$ cat config.mk
export PLATFORM = sky130hd
export DESIGN_NAME = div_seq
export DESIGN_NICKNAME = d
export VERILOG_FILES = /design/src/rtl/div_seq.sv
export SDC_FILE = /design/constraint.sdc
export NUM_CORES = 1
export LEC_CHECK = 0
export ABC_AREA = 1
export BUFFER_PORTS_ARGS = -buffer_cell sky130_fd_sc_hd__buf_2
export CAP_MARGIN = 10
export CORE_ASPECT_RATIO = 1.1
export CORE_MARGIN = 2
export CORE_UTILIZATION = 24
export CTS_CLUSTER_DIAMETER = 30
export DETAILED_ROUTE_END_ITERATION = 8
export SLEW_MARGIN = 20
export SYNTH_ARGS = -nofsm -noshare
export SYNTH_HDL_FRONTEND = slang
export SYNTH_SLANG_ARGS = --single-unit
$ cat constraint.sdc
create_clock -name clk -period 2.9 [get_ports clk]
set_clock_uncertainty 0.1 [all_clocks]
set_input_delay 0.435 -clock clk [delete_from_list [all_inputs] [get_ports clk]]
set_output_delay 0.435 -clock clk [all_outputs]
set_load 0.005 [all_outputs]
$ cat src/rtl/div_seq.sv
// div_seq: sequential unsigned restoring divider, one quotient bit per clock.
//
// Ports:
//   clk         - rising-edge clock
//   reset_n     - asynchronous active-low reset
//   op_start    - launch request, only honoured in IDLE
//   op_clear    - synchronous clear / acknowledge, wins over everything
//   dividend    - unsigned dividend, captured on the accepted start edge
//   divisor     - unsigned divisor, captured on the same edge
//   quotient    - registered quotient, valid while op_done = 1
//   remainder   - registered remainder, valid while op_done = 1
//   busy        - high while iterating
//   op_done     - high while results are presented
//   div_by_zero - high in DONE when the captured divisor was zero
module div_seq #(
    parameter int unsigned WIDTH = 32
) (
    input  logic             clk,
    input  logic             reset_n,
    input  logic             op_start,
    input  logic             op_clear,
    input  logic [WIDTH-1:0] dividend,
    input  logic [WIDTH-1:0] divisor,
    output logic [WIDTH-1:0] quotient,
    output logic [WIDTH-1:0] remainder,
    output logic             busy,
    output logic             op_done,
    output logic             div_by_zero
);

    localparam int unsigned CntW = $clog2(WIDTH);

    typedef enum logic [1:0] {
        StIdle = 2'b00,
        StDone = 2'b01,
        StExec = 2'b10
    } state_e;

    state_e            state_q, state_d;
    logic [WIDTH-1:0]  wquot_q, wquot_d;    // working quotient, seeded with the dividend
    logic [WIDTH-1:0]  prem_q, prem_d;      // partial remainder
    logic [WIDTH-1:0]  divisor_q, divisor_d;
    logic [CntW-1:0]   cnt_q, cnt_d;
    logic [WIDTH-1:0]  quot_out_q, quot_out_d;
    logic [WIDTH-1:0]  rem_out_q, rem_out_d;
    logic              dbz_q, dbz_d;

    // One restoring iteration.
    logic [WIDTH:0]    trial;
    logic              trial_ge;
    logic [WIDTH-1:0]  trial_diff;
    logic [WIDTH-1:0]  prem_step;
    logic [WIDTH-1:0]  wquot_step;
    logic              cnt_last;

    always_comb begin
        trial      = {prem_q, wquot_q[WIDTH-1]};
        trial_ge   = trial >= {1'b0, divisor_q};
        // The true difference is below the divisor, so the low WIDTH bits are exact.
        trial_diff = trial[WIDTH-1:0] - divisor_q;
        prem_step  = trial_ge ? trial_diff : trial[WIDTH-1:0];
        wquot_step = {wquot_q[WIDTH-2:0], trial_ge};
        cnt_last   = (cnt_q == CntW'(WIDTH - 1));
    end

    always_comb begin
        state_d    = state_q;
        wquot_d    = wquot_q;
        prem_d     = prem_q;
        divisor_d  = divisor_q;
        cnt_d      = cnt_q;
        quot_out_d = quot_out_q;
        rem_out_d  = rem_out_q;
        dbz_d      = dbz_q;

        if (op_clear) begin
            state_d    = StIdle;
            wquot_d    = '0;
            prem_d     = '0;
            divisor_d  = '0;
            cnt_d      = '0;
            quot_out_d = '0;
            rem_out_d  = '0;
            dbz_d      = 1'b0;
        end else begin
            case (state_q)
                StIdle: begin
                    if (op_start) begin
                        divisor_d = divisor;
                        if (divisor != '0) begin
                            state_d = StExec;
                            wquot_d = dividend;
                            prem_d  = '0;
                            cnt_d   = '0;
                        end else begin
                            state_d    = StDone;
                            quot_out_d = '1;
                            rem_out_d  = dividend;
                            dbz_d      = 1'b1;
                        end
                    end
                end
                StExec: begin
                    wquot_d = wquot_step;
                    prem_d  = prem_step;
                    cnt_d   = cnt_q + CntW'(1);
                    if (cnt_last) begin
                        state_d    = StDone;
                        quot_out_d = wquot_step;
                        rem_out_d  = prem_step;
                    end
                end
                StDone: begin
                    // Hold results until acknowledged by op_clear.
                end
                default: begin
                    // Unused code 11: recover to a clean IDLE.
                    state_d    = StIdle;
                    wquot_d    = '0;
                    prem_d     = '0;
                    divisor_d  = '0;
                    cnt_d      = '0;
                    quot_out_d = '0;
                    rem_out_d  = '0;
                    dbz_d      = 1'b0;
                end
            endcase
        end
    end

    always_ff @(posedge clk or negedge reset_n) begin
        if (!reset_n) begin
            state_q    <= StIdle;
            wquot_q    <= '0;
            prem_q     <= '0;
            divisor_q  <= '0;
            cnt_q      <= '0;
            quot_out_q <= '0;
            rem_out_q  <= '0;
            dbz_q      <= 1'b0;
        end else begin
            state_q    <= state_d;
            wquot_q    <= wquot_d;
            prem_q     <= prem_d;
            divisor_q  <= divisor_d;
            cnt_q      <= cnt_d;
            quot_out_q <= quot_out_d;
            rem_out_q  <= rem_out_d;
            dbz_q      <= dbz_d;
        end
    end

    assign quotient    = quot_out_q;
    assign remainder   = rem_out_q;
    assign busy        = (state_q == StExec);
    assign op_done     = (state_q == StDone);
    assign div_by_zero = dbz_q;

endmodule

==> reports/metrics.cfg, run 1 <==
[global_route]
track_usage = 0.155
busiest_layer = met2
use_met2 = 0.249
overflow = 0
grt_max_degree = 76
grt_util_met1 = 0.220
antenna_found_initial = 0
grt_pass1_wl_mm = 54.5
use_met3 = 0.0202
grt_pass1_vias = 9801

[die]
die_height_um = 221
row_count = 79
design.die.area_mm2 = 0.0445
io_pins = 135
die_x_um = 201
core_area_mm2 = 0.0423
start_util = 0.243

[synthesis]
synthesis.area_mm2 = 0.0103
ys_seq_area_frac = 0.409
ys_types = 37
synth.avg_cell_area_um2 = 6.96
yosys_register_bits = 168
yosysWarningCount = 0
synth_nets = 1582
synthCells = 1476

[setup_path]
rr_worst_depth = 16
reg2reg_slack_ns = 0.20
startpoint_type = flip-flop
r2r_end = remainder[25]
worstReg2RegStart = prem_q[22]
cp_data_arrival_time_ns = 2.98
end_kind = flip-flop
critPathMaxFanout = 34
endpoint = remainder[25]
crit_path_start = prem_q[22]
crit_required_ns = 3.18
crit_type = flip-flop to flip-flop

[routing]
drc = 0
drtAntennaViolNets = 0
dr.pass1.iters = 5
finalWirelength_mm = 34.4
drtIter0Drc = 691
vias = 9826
wl_per_cell_um = 15.9
vias_per_cell = 4.54

[layout]
layout_commonest_cell = nand2_1
final_nets = 1692
regArea_mm2 = 0.00420
most-common-layout-cells = nand2_1, inv_1, dfrtp_1
syn2layout_area_growth_pct = 18.6
instances_no_fill = 2166
drive_gt1_frac = 0.132
diodes = 0
n_fill_cell = 4712
multi_input_area_mm2 = 0.00486

[placed_design]
gp_congestion = 0.885
numPortBuffers = 134
dp_cells = 2133
hpwl_mm = 26.4

[cts]
clock_sinks = 168
ctsLongestPathBuffers = 2
path_clk_slew_ns = 0.07
cts_tree = yes
cts-buffers-inserted = 17
cts_post_setup_buffers_inserted = 0
cts-root-buf = clkbuf_16
htreeDepth = 4
clock_latency_ns = 0.45

[timing]
maxSlewHeadroom = 0.513
hold_viol_final = 0
setup_viol = 0
fin_crit_sh = 0.931
grt_setup_unrepaired = false
worstMarginPinSlew_ns = 0.730
holdWs_ns = 0.136
slew_violations = 0
final.min_clock_period_ns = 2.70
fmax_mhz = 370

[power_and_ir_drop]
leakagePower_nw = 6.48
p_per_area_mw_per_mm2 = 1380
peakVddDrop_v = 0.000649

[worst_hold_path]
hold_class = primary input to flip-flop

[flow_run]
cap_violations = 0

[run_status]
outcome = finished, final reports clean

[Yosys cell counts]
cell             n  share of area
o21a_1           3         0.0022
o21ai_2          1        0.00085
o21bai_1         2         0.0015
o21ai_0        103          0.050
xor2_1           1        0.00085
xnor2_1         13          0.011
inv_2            6         0.0022
nor3b_1          1        0.00073
and2_1           5         0.0030
nor2_1          62          0.023
fa_1             1         0.0019
ha_1            37          0.045
o21ai_1         38          0.019
nand3_1        126          0.061
buf_1            2        0.00073
or2_2            1        0.00061
buf_4            7         0.0051
nor3_1           4         0.0019
nand2_1        483           0.18
a21oi_2          1        0.00085
buf_2           24          0.012
clkbuf_8         3         0.0040
nor4_1           3         0.0018
a21oi_1         58          0.028
buf_6            2         0.0022
dlygate4sd1_1    1        0.00085
and2_2           1        0.00073
dfrtp_1        168           0.41
nand4_1         11         0.0067
nand3_2          1        0.00097
o22ai_1         38          0.023
nor2_4           2         0.0022
clkbuf_1        24         0.0088
nand2_2          5         0.0030
inv_1          232          0.085
nand3b_1         3         0.0022
nor2_2           3         0.0018
[worst min path at each step]
stage	start	to	slack, ns	cells past startpoint
final	divisor[12]	divisor_q[12]	0.14	3
after global routing	divisor[12]	divisor_q[12]	0.14	3
after CTS	divisor[12]	divisor_q[12]	0.12	3
after detailed placement	reset_n	divisor_q[5]	0.25	1
after global placement	reset_n	divisor_q[5]	0.24	1
after floorplan	reset_n	cnt_q[0]	0.04	0
[layout make-up]
type | instances | area share
Tap cell | 567 | 0.0582
Multi-Input combinational cell | 1007 | 0.398
Timing Repair Buffer | 154 | 0.0755
Inverter | 238 | 0.0733
Clock inverter | 15 | 0.0149
Clock buffer | 17 | 0.0349
Sequential cell | 168 | 0.345
[sequential cells by signal, indices dropped and copies added (netlist names)]
| name | flops |
|---|---|
| cnt_q | 5 |
| div_by_zero | 1 |
| divisor_q | 32 |
| prem_q | 32 |
| quotient | 32 |
| remainder | 32 |
| state_q | 2 |
| wquot_q | 32 |
[critical path, cell delays in order (launching register included)]
cell     delay (ns)
dfrtp_1        0.40
ha_1           0.47
nand2_1        0.13
nor2_2         0.17
nand2_1        0.09
nor2_1         0.17
nand2_1        0.11
nand2_1        0.08
nor2_2         0.05
nand2_2        0.09
buf_12         0.20
nand2_1        0.21
nand2_1        0.12
nand2_1        0.09
nand2_1        0.06
nand2_1        0.05
nand2_1        0.05
[timing repair]
| item | in CTS | in global routing |
|---|---|---|
| setup endpoints to repair | 0 | 10 |
| endpoints found under the hold margin | 30 | 0 |
| hold buffers | 1 | 0 |
| gates resized for setup | 0 | 3 |
[per-stage QoR]
| stage | total power, W | setup WS [ns] | util | cell area [um2] | TNS, ns |
|---|---|---|---|---|---|
| after floorplan | 0.0113 | 0.736 | - | 10300 | 0 |
| after global placement | 0.0144 | -0.0241 | 0.273 | 11600 | -0.0539 |
| after detailed placement | 0.0144 | 0.0533 | 0.273 | 11600 | 0 |
| after CTS | 0.0169 | 0.156 | 0.288 | 12200 | 0 |
| after global routing | 0.0185 | 0.00247 | 0.288 | 12200 | 0 |
| final | 0.0169 | 0.200 | 0.288 | 12200 | 0 |
[kinds of logic (layout without fill, tap and decap cells)]
| group | count (synthesis) | in the layout | share of synthesized area |
|---|---|---|---|
| buffers and inverters | 301 | 424 | 0.120 |
| flip-flops | 168 | 168 | 0.409 |
| adder cells (fa/ha/maj) | 38 | 38 | 0.0470 |
| AND/OR/NAND/NOR | 711 | 711 | 0.286 |
| XOR/XNOR | 14 | 14 | 0.0119 |
| AO/OA/AOI/OAI | 244 | 244 | 0.125 |
[power by group]
part / internal, W / switching (W) / total (W)
Sequential: 0.00312 / 0.000471 / 0.00359
Combinational: 0.00360 / 0.00729 / 0.0109
Clock: 0.00124 / 0.00115 / 0.00240
[layer usage]
metal / vias to the layer above / wire (um)
met5: - / 0
met4: 0 / 565
met3: 34 / 1250
met2: 237 / 15700
met1: 4670 / 16800
li1: 4885 / -
No activity file was read; power rests on OpenSTA's default activity.
==> run 2: changes to the inputs <==
CORE_UTILIZATION = 59   (was 24)
PLACE_DENSITY = 0.81   (was not set)
==> run 2 against run 1 <==
  * First-iteration DRC count increased by 19%
  * Highest routed layer unchanged
  * Total power increased by 1.2%
  * Critical endpoint is now remainder[0]
  * Final cell count decreased by 15%
  * Sequential power about the same
==> reports/metrics.cfg, run 2 (same netlist as run 1, synthesis figures left out) <==
[setup_path]
startpoint_type = flip-flop
end_kind = flip-flop
critical_path.slowest_cell = dfrtp_1
crit_type = flip-flop to flip-flop
cp_data_arrival_time_ns = 2.96
worstReg2RegStart = prem_q[19]
rr_worst_depth = 14
path_buf_inv = 2
crit_top_cell = nand2_1
worstPathCellList = ha_1, nand2_1, inv_1, nand2_1, nand2_1, a21oi_1, nor2_1, nor2_2, buf_4, nand3_1, nand3_1, o21ai_0, nand2_1, nand2_1
r2r_end = remainder[0]
reg2reg_slack_ns = 0.17
slowest_delay_ns = 0.39
critPathTopFamily = simple AND/OR/NAND/NOR gates
critPathMaxFanout = 28
crit_required_ns = 3.13

[routing]
wl_per_cell_um = 16.4
vias = 10100
drc = 0
drtIter0Drc = 825
drtAntennaViolNets = 0
dr.pass1.iters = 5
vias_per_cell = 5.50
finalWirelength_mm = 30.0

[timing]
hold_viol_final = 0
slew_violations = 0
final.min_clock_period_ns = 2.73
maxSlewHeadroom = 0.293
fin_crit_sh = 0.942
grt_setup_unrepaired = false
setup_viol = 0
fmax_mhz = 366
tns_ns = 0
worstMarginPinSlew_ns = 1.06

[global_route]
track_usage = 0.336
antenna_found_initial = 0
grt_pass1_vias = 9331
overflow = 0
grt_pass1_wl_mm = 48.1
grt_max_degree = 67

[cts]
path_clk_slew_ns = 0.07
htreeDepth = 4
cts_tree = yes
ctsLongestPathBuffers = 2
post_cts_resized = 0
clock_latency_ns = 0.44
cts-root-buf = clkbuf_16
clock_sinks = 168
cts-buffers-inserted = 17

[power_and_ir_drop]
p_int_w = 0.00824
swShare = 0.518
seqPwrFrac = 0.209
p_switching_w = 0.00884
p_clk_frac = 0.153
leakagePower_nw = 6.50
combPwrFrac = 0.637
peakVddDrop_v = 0.000754
p_per_area_mw_per_mm2 = 1450

[worst_hold_path]
hold_class = primary input to flip-flop
hold_end = divisor_q[2]
hold_start = divisor[2]
min_path_cells = 3

[run_status]
outcome = finished, final reports clean

[layout]
n_fill_cell = 1487
multi_input_area_mm2 = 0.00485
syn2layout_area_growth_pct = 14.9
layout_commonest_cell = nand2_1
finish.utilization = 0.694
regArea_mm2 = 0.00420
drive_gt1_frac = 0.131
final_nets = 1693
most-common-layout-cells = nand2_1, inv_1, dfrtp_1
diodes = 0

[die]
io_pins = 135
start_util = 0.604
die_height_um = 142
die_x_um = 130
row_count = 50
design.die.area_mm2 = 0.0185
core_area_mm2 = 0.0170

[flow_run]
cap_violations = 0

[placed_design]
numPortBuffers = 134
hpwl_mm = 21.7
gp_congestion = 1.01

-- run 2: worst max path at each step --
| stage | startpoint | cells past startpoint | endpoint | slack, ns |
|---|---|---|---|---|
| finish | prem_q[19] | 14 | remainder[0] | 0.17 |
| global placement | divisor[30] | 8 | prem_q[2] | 0.13 |
| global route | state_q[0] | 11 | cnt_q[0] | 0.03 |
| CTS | state_q[0] | 11 | cnt_q[0] | 0.22 |
| detailed placement | divisor[30] | 8 | prem_q[2] | 0.12 |
| floorplan | prem_q[19] | 15 | remainder[10] | 0.74 |
-- run 2: power by group through the flow --
stage | Clock (W) | Combinational [W] | Sequential [W]
finish | 0.00262 | 0.0109 | 0.00358
CTS | 0.00262 | 0.0107 | 0.00356
global placement | 0 | 0.0105 | 0.00358
global route | 0.00274 | 0.0121 | 0.00365
detailed placement | 0 | 0.0106 | 0.00357
floorplan | 0 | 0.00776 | 0.00351
-- run 2: worst register-to-register path, delay by kind of cell (launching register included) --
family                     cells  cell delay [ns]
adders and majority gates      1             0.39
buffers and inverters          2             0.40
DFF                            1             0.39
and+or+nand+nor                9             1.01
AOI/OAI and AO/OA              2             0.33
-- run 2: timing repair --
item                                   4_1_cts  5_1_grt
hold buffers                                 1        0
setup buffers                                0        0
endpoints found under the hold margin       43        0
setup endpoints to repair                    0        0
-- run 2: per-layer routing --
layer / global-route usage / routed length, um / vias up
li1: - / - / 4893
met1: 0.480 / 13400 / 4685
met2: 0.516 / 13500 / 445
met3: 0.0650 / 2250 / 66
met4: 0.107 / 835 / 0
met5: 0 / 0 / -
-- run 2: area by class of cell --
class                      instances  share of cell area
timing repair buffer             155              0.0762
sequential                       168               0.356
clock buffer                      17              0.0360
tap                              234              0.0248
inverter                         238              0.0757
clock inverter                    14              0.0200
multi-input combinational       1007               0.411
-- run 2: through the flow --
stage                     hold slack (ns)  setup slack [ns]  cell area, um2  power [W]  std cells
after floorplan                    0.0394             0.736           10300     0.0113       1476
after global placement              0.294             0.129           11100     0.0141       1801
after detailed placement            0.297             0.122           11100     0.0142       1801
after CTS                           0.139             0.216           11800     0.0169       1833
after global routing                0.142            0.0347           11800     0.0185       1833
final                               0.142             0.169           11800     0.0171       1833
==> run 3: changes to the inputs <==
CORE_UTILIZATION = 40   (was 59)
PLACE_DENSITY = not set   (was 0.81)
==> run 3 against run 2 <==
  * Combinational power barely moved
  * Critical endpoint is now remainder[27]
  * Largest power group unchanged
  * Sequential share of layout area decreased by 0.41 points
  * Global-route usage down 9.9 points
  * Critical path depth decreased by 1
==> reports/metrics.cfg, run 3 (same netlist as run 1, synthesis figures left out) <==
[run_status]
outcome = finished, final reports clean

[die]
io_pins = 135
die_x_um = 157
die_height_um = 172
row_count = 61
design.die.area_mm2 = 0.0270
core_area_mm2 = 0.0253
start_util = 0.407

[setup_path]
end_kind = flip-flop
startpoint_type = flip-flop
cp_data_arrival_time_ns = 2.91
critical_path.slowest_cell = dfrtp_1
worstPathCellList = ha_1, nand2_1, nor2_1, nand2_1, nor2_1, nand2_2, nand2_2, buf_4, nand3_1, nand2_1, nand2_1, nand2_1, nand2_1
crit_top_cell = nand2_1
slowest_delay_ns = 0.43
critPathMaxFanout = 16
crit_type = flip-flop to flip-flop
crit_required_ns = 3.12

[timing]
tns_ns = 0
maxSlewHeadroom = 0.501
worstMarginPinSlew_ns = 0.749
final.min_clock_period_ns = 2.69
fin_crit_sh = 0.928
grt_setup_unrepaired = false
slew_violations = 0
hold_viol_final = 0
setup_viol = 0
fmax_mhz = 372

[cts]
path_clk_slew_ns = 0.07
cts-buffers-inserted = 17
clock_sinks = 168
cts_tree = yes
ctsLongestPathBuffers = 2
htreeDepth = 4
cts-root-buf = clkbuf_16
clock_latency_ns = 0.43

[global_route]
track_usage = 0.237
grt_pass1_wl_mm = 50.0
grt_pass1_vias = 9446
grt_max_degree = 67
antenna_found_initial = 0
overflow = 0

[placed_design]
hpwl_mm = 23.5
gp_congestion = 0.934
numPortBuffers = 134

[routing]
vias_per_cell = 4.94
drtAntennaViolNets = 0
vias = 9630
dr.pass1.iters = 4
finalWirelength_mm = 30.9
drc = 0
drtIter0Drc = 629
wl_per_cell_um = 15.9

[worst_hold_path]
hold_class = primary input to flip-flop

[layout]
n_fill_cell = 2645
most-common-layout-cells = nand2_1, inv_1, dfrtp_1
syn2layout_area_growth_pct = 16.2
final_nets = 1699
drive_gt1_frac = 0.134
layout_commonest_cell = nand2_1
finish.utilization = 0.473
diodes = 0

[power_and_ir_drop]
p_per_area_mw_per_mm2 = 1400
p_total_w = 0.0168
peakVddDrop_v = 0.000632
leakagePower_nw = 6.51

[flow_run]
cap_violations = 0

## run 3: final timing paths
check                         startpoint            end  slack, ns  depth (start not counted)
setup / recovery              prem_q[19]  remainder[27]       0.21                         13
hold / removal                divisor[6]   divisor_q[6]       0.16                          3
setup reg to reg              prem_q[19]  remainder[27]       0.21                         13
hold reg to reg            remainder[17]  remainder[17]       0.38                          2
max in group asynchronous        reset_n  divisor_q[15]       1.43                          3
min in group asynchronous        reset_n      prem_q[5]       0.50                          2
## run 3: metrics by stage
step | worst slack (ns) | instances | hold slack (ns) | cell area, um2
after floorplan | 0.736 | 1476 | 0.0394 | 10300
after global placement | 0.196 | 1919 | 0.365 | 11300
after detailed placement | 0.175 | 1919 | 0.361 | 11300
after CTS | 0.258 | 1951 | 0.148 | 11900
after global routing | 0.0122 | 1951 | 0.160 | 11900
final | 0.210 | 1951 | 0.157 | 11900
## run 3: area by class of cell
type                    instances  area (um2)  share of cell area
clock buffers                  19         443              0.0371
clock inverters                12         181              0.0152
inverters                     238         893              0.0748
multi-input cells            1007        4850               0.407
flip-flops and latches        168        4200               0.352
well taps                     346         433              0.0363
repair buffers                161         932              0.0781
## run 3: timing repair
item | 4_1_cts | 5_1_grt
endpoints found under the setup margin | 0 | 1
hold endpoints to repair | 60 | 0
hold buffers | 1 | 0
gates resized for setup | 0 | 1
setup buffers | 0 | 0
## run 3: metal layers
layer	global-route usage	vias up	wire length [um]
li1	-	4891	-
met5	0	-	0
met1	0.339	4485	15100
met3	0.0291	29	1220
met2	0.380	225	14100
met4	0.0638	0	531
## run 3: critical path: cells and delay by family (launching register included)
| kind | cells | cell delay [ns] |
|---|---|---|
| adders and majority gates | 1 | 0.43 |
| and+or+nand+nor | 11 | 1.40 |
| DFF | 1 | 0.43 |
| buffers and inverters | 1 | 0.22 |
## run 3: power breakdown
part           total (W)  internal, W  switching (W)  leakage (nW)
registers        0.00358      0.00312       0.000464          2.26
logic             0.0107      0.00355        0.00719          3.95
clock network    0.00246      0.00141        0.00105         0.306
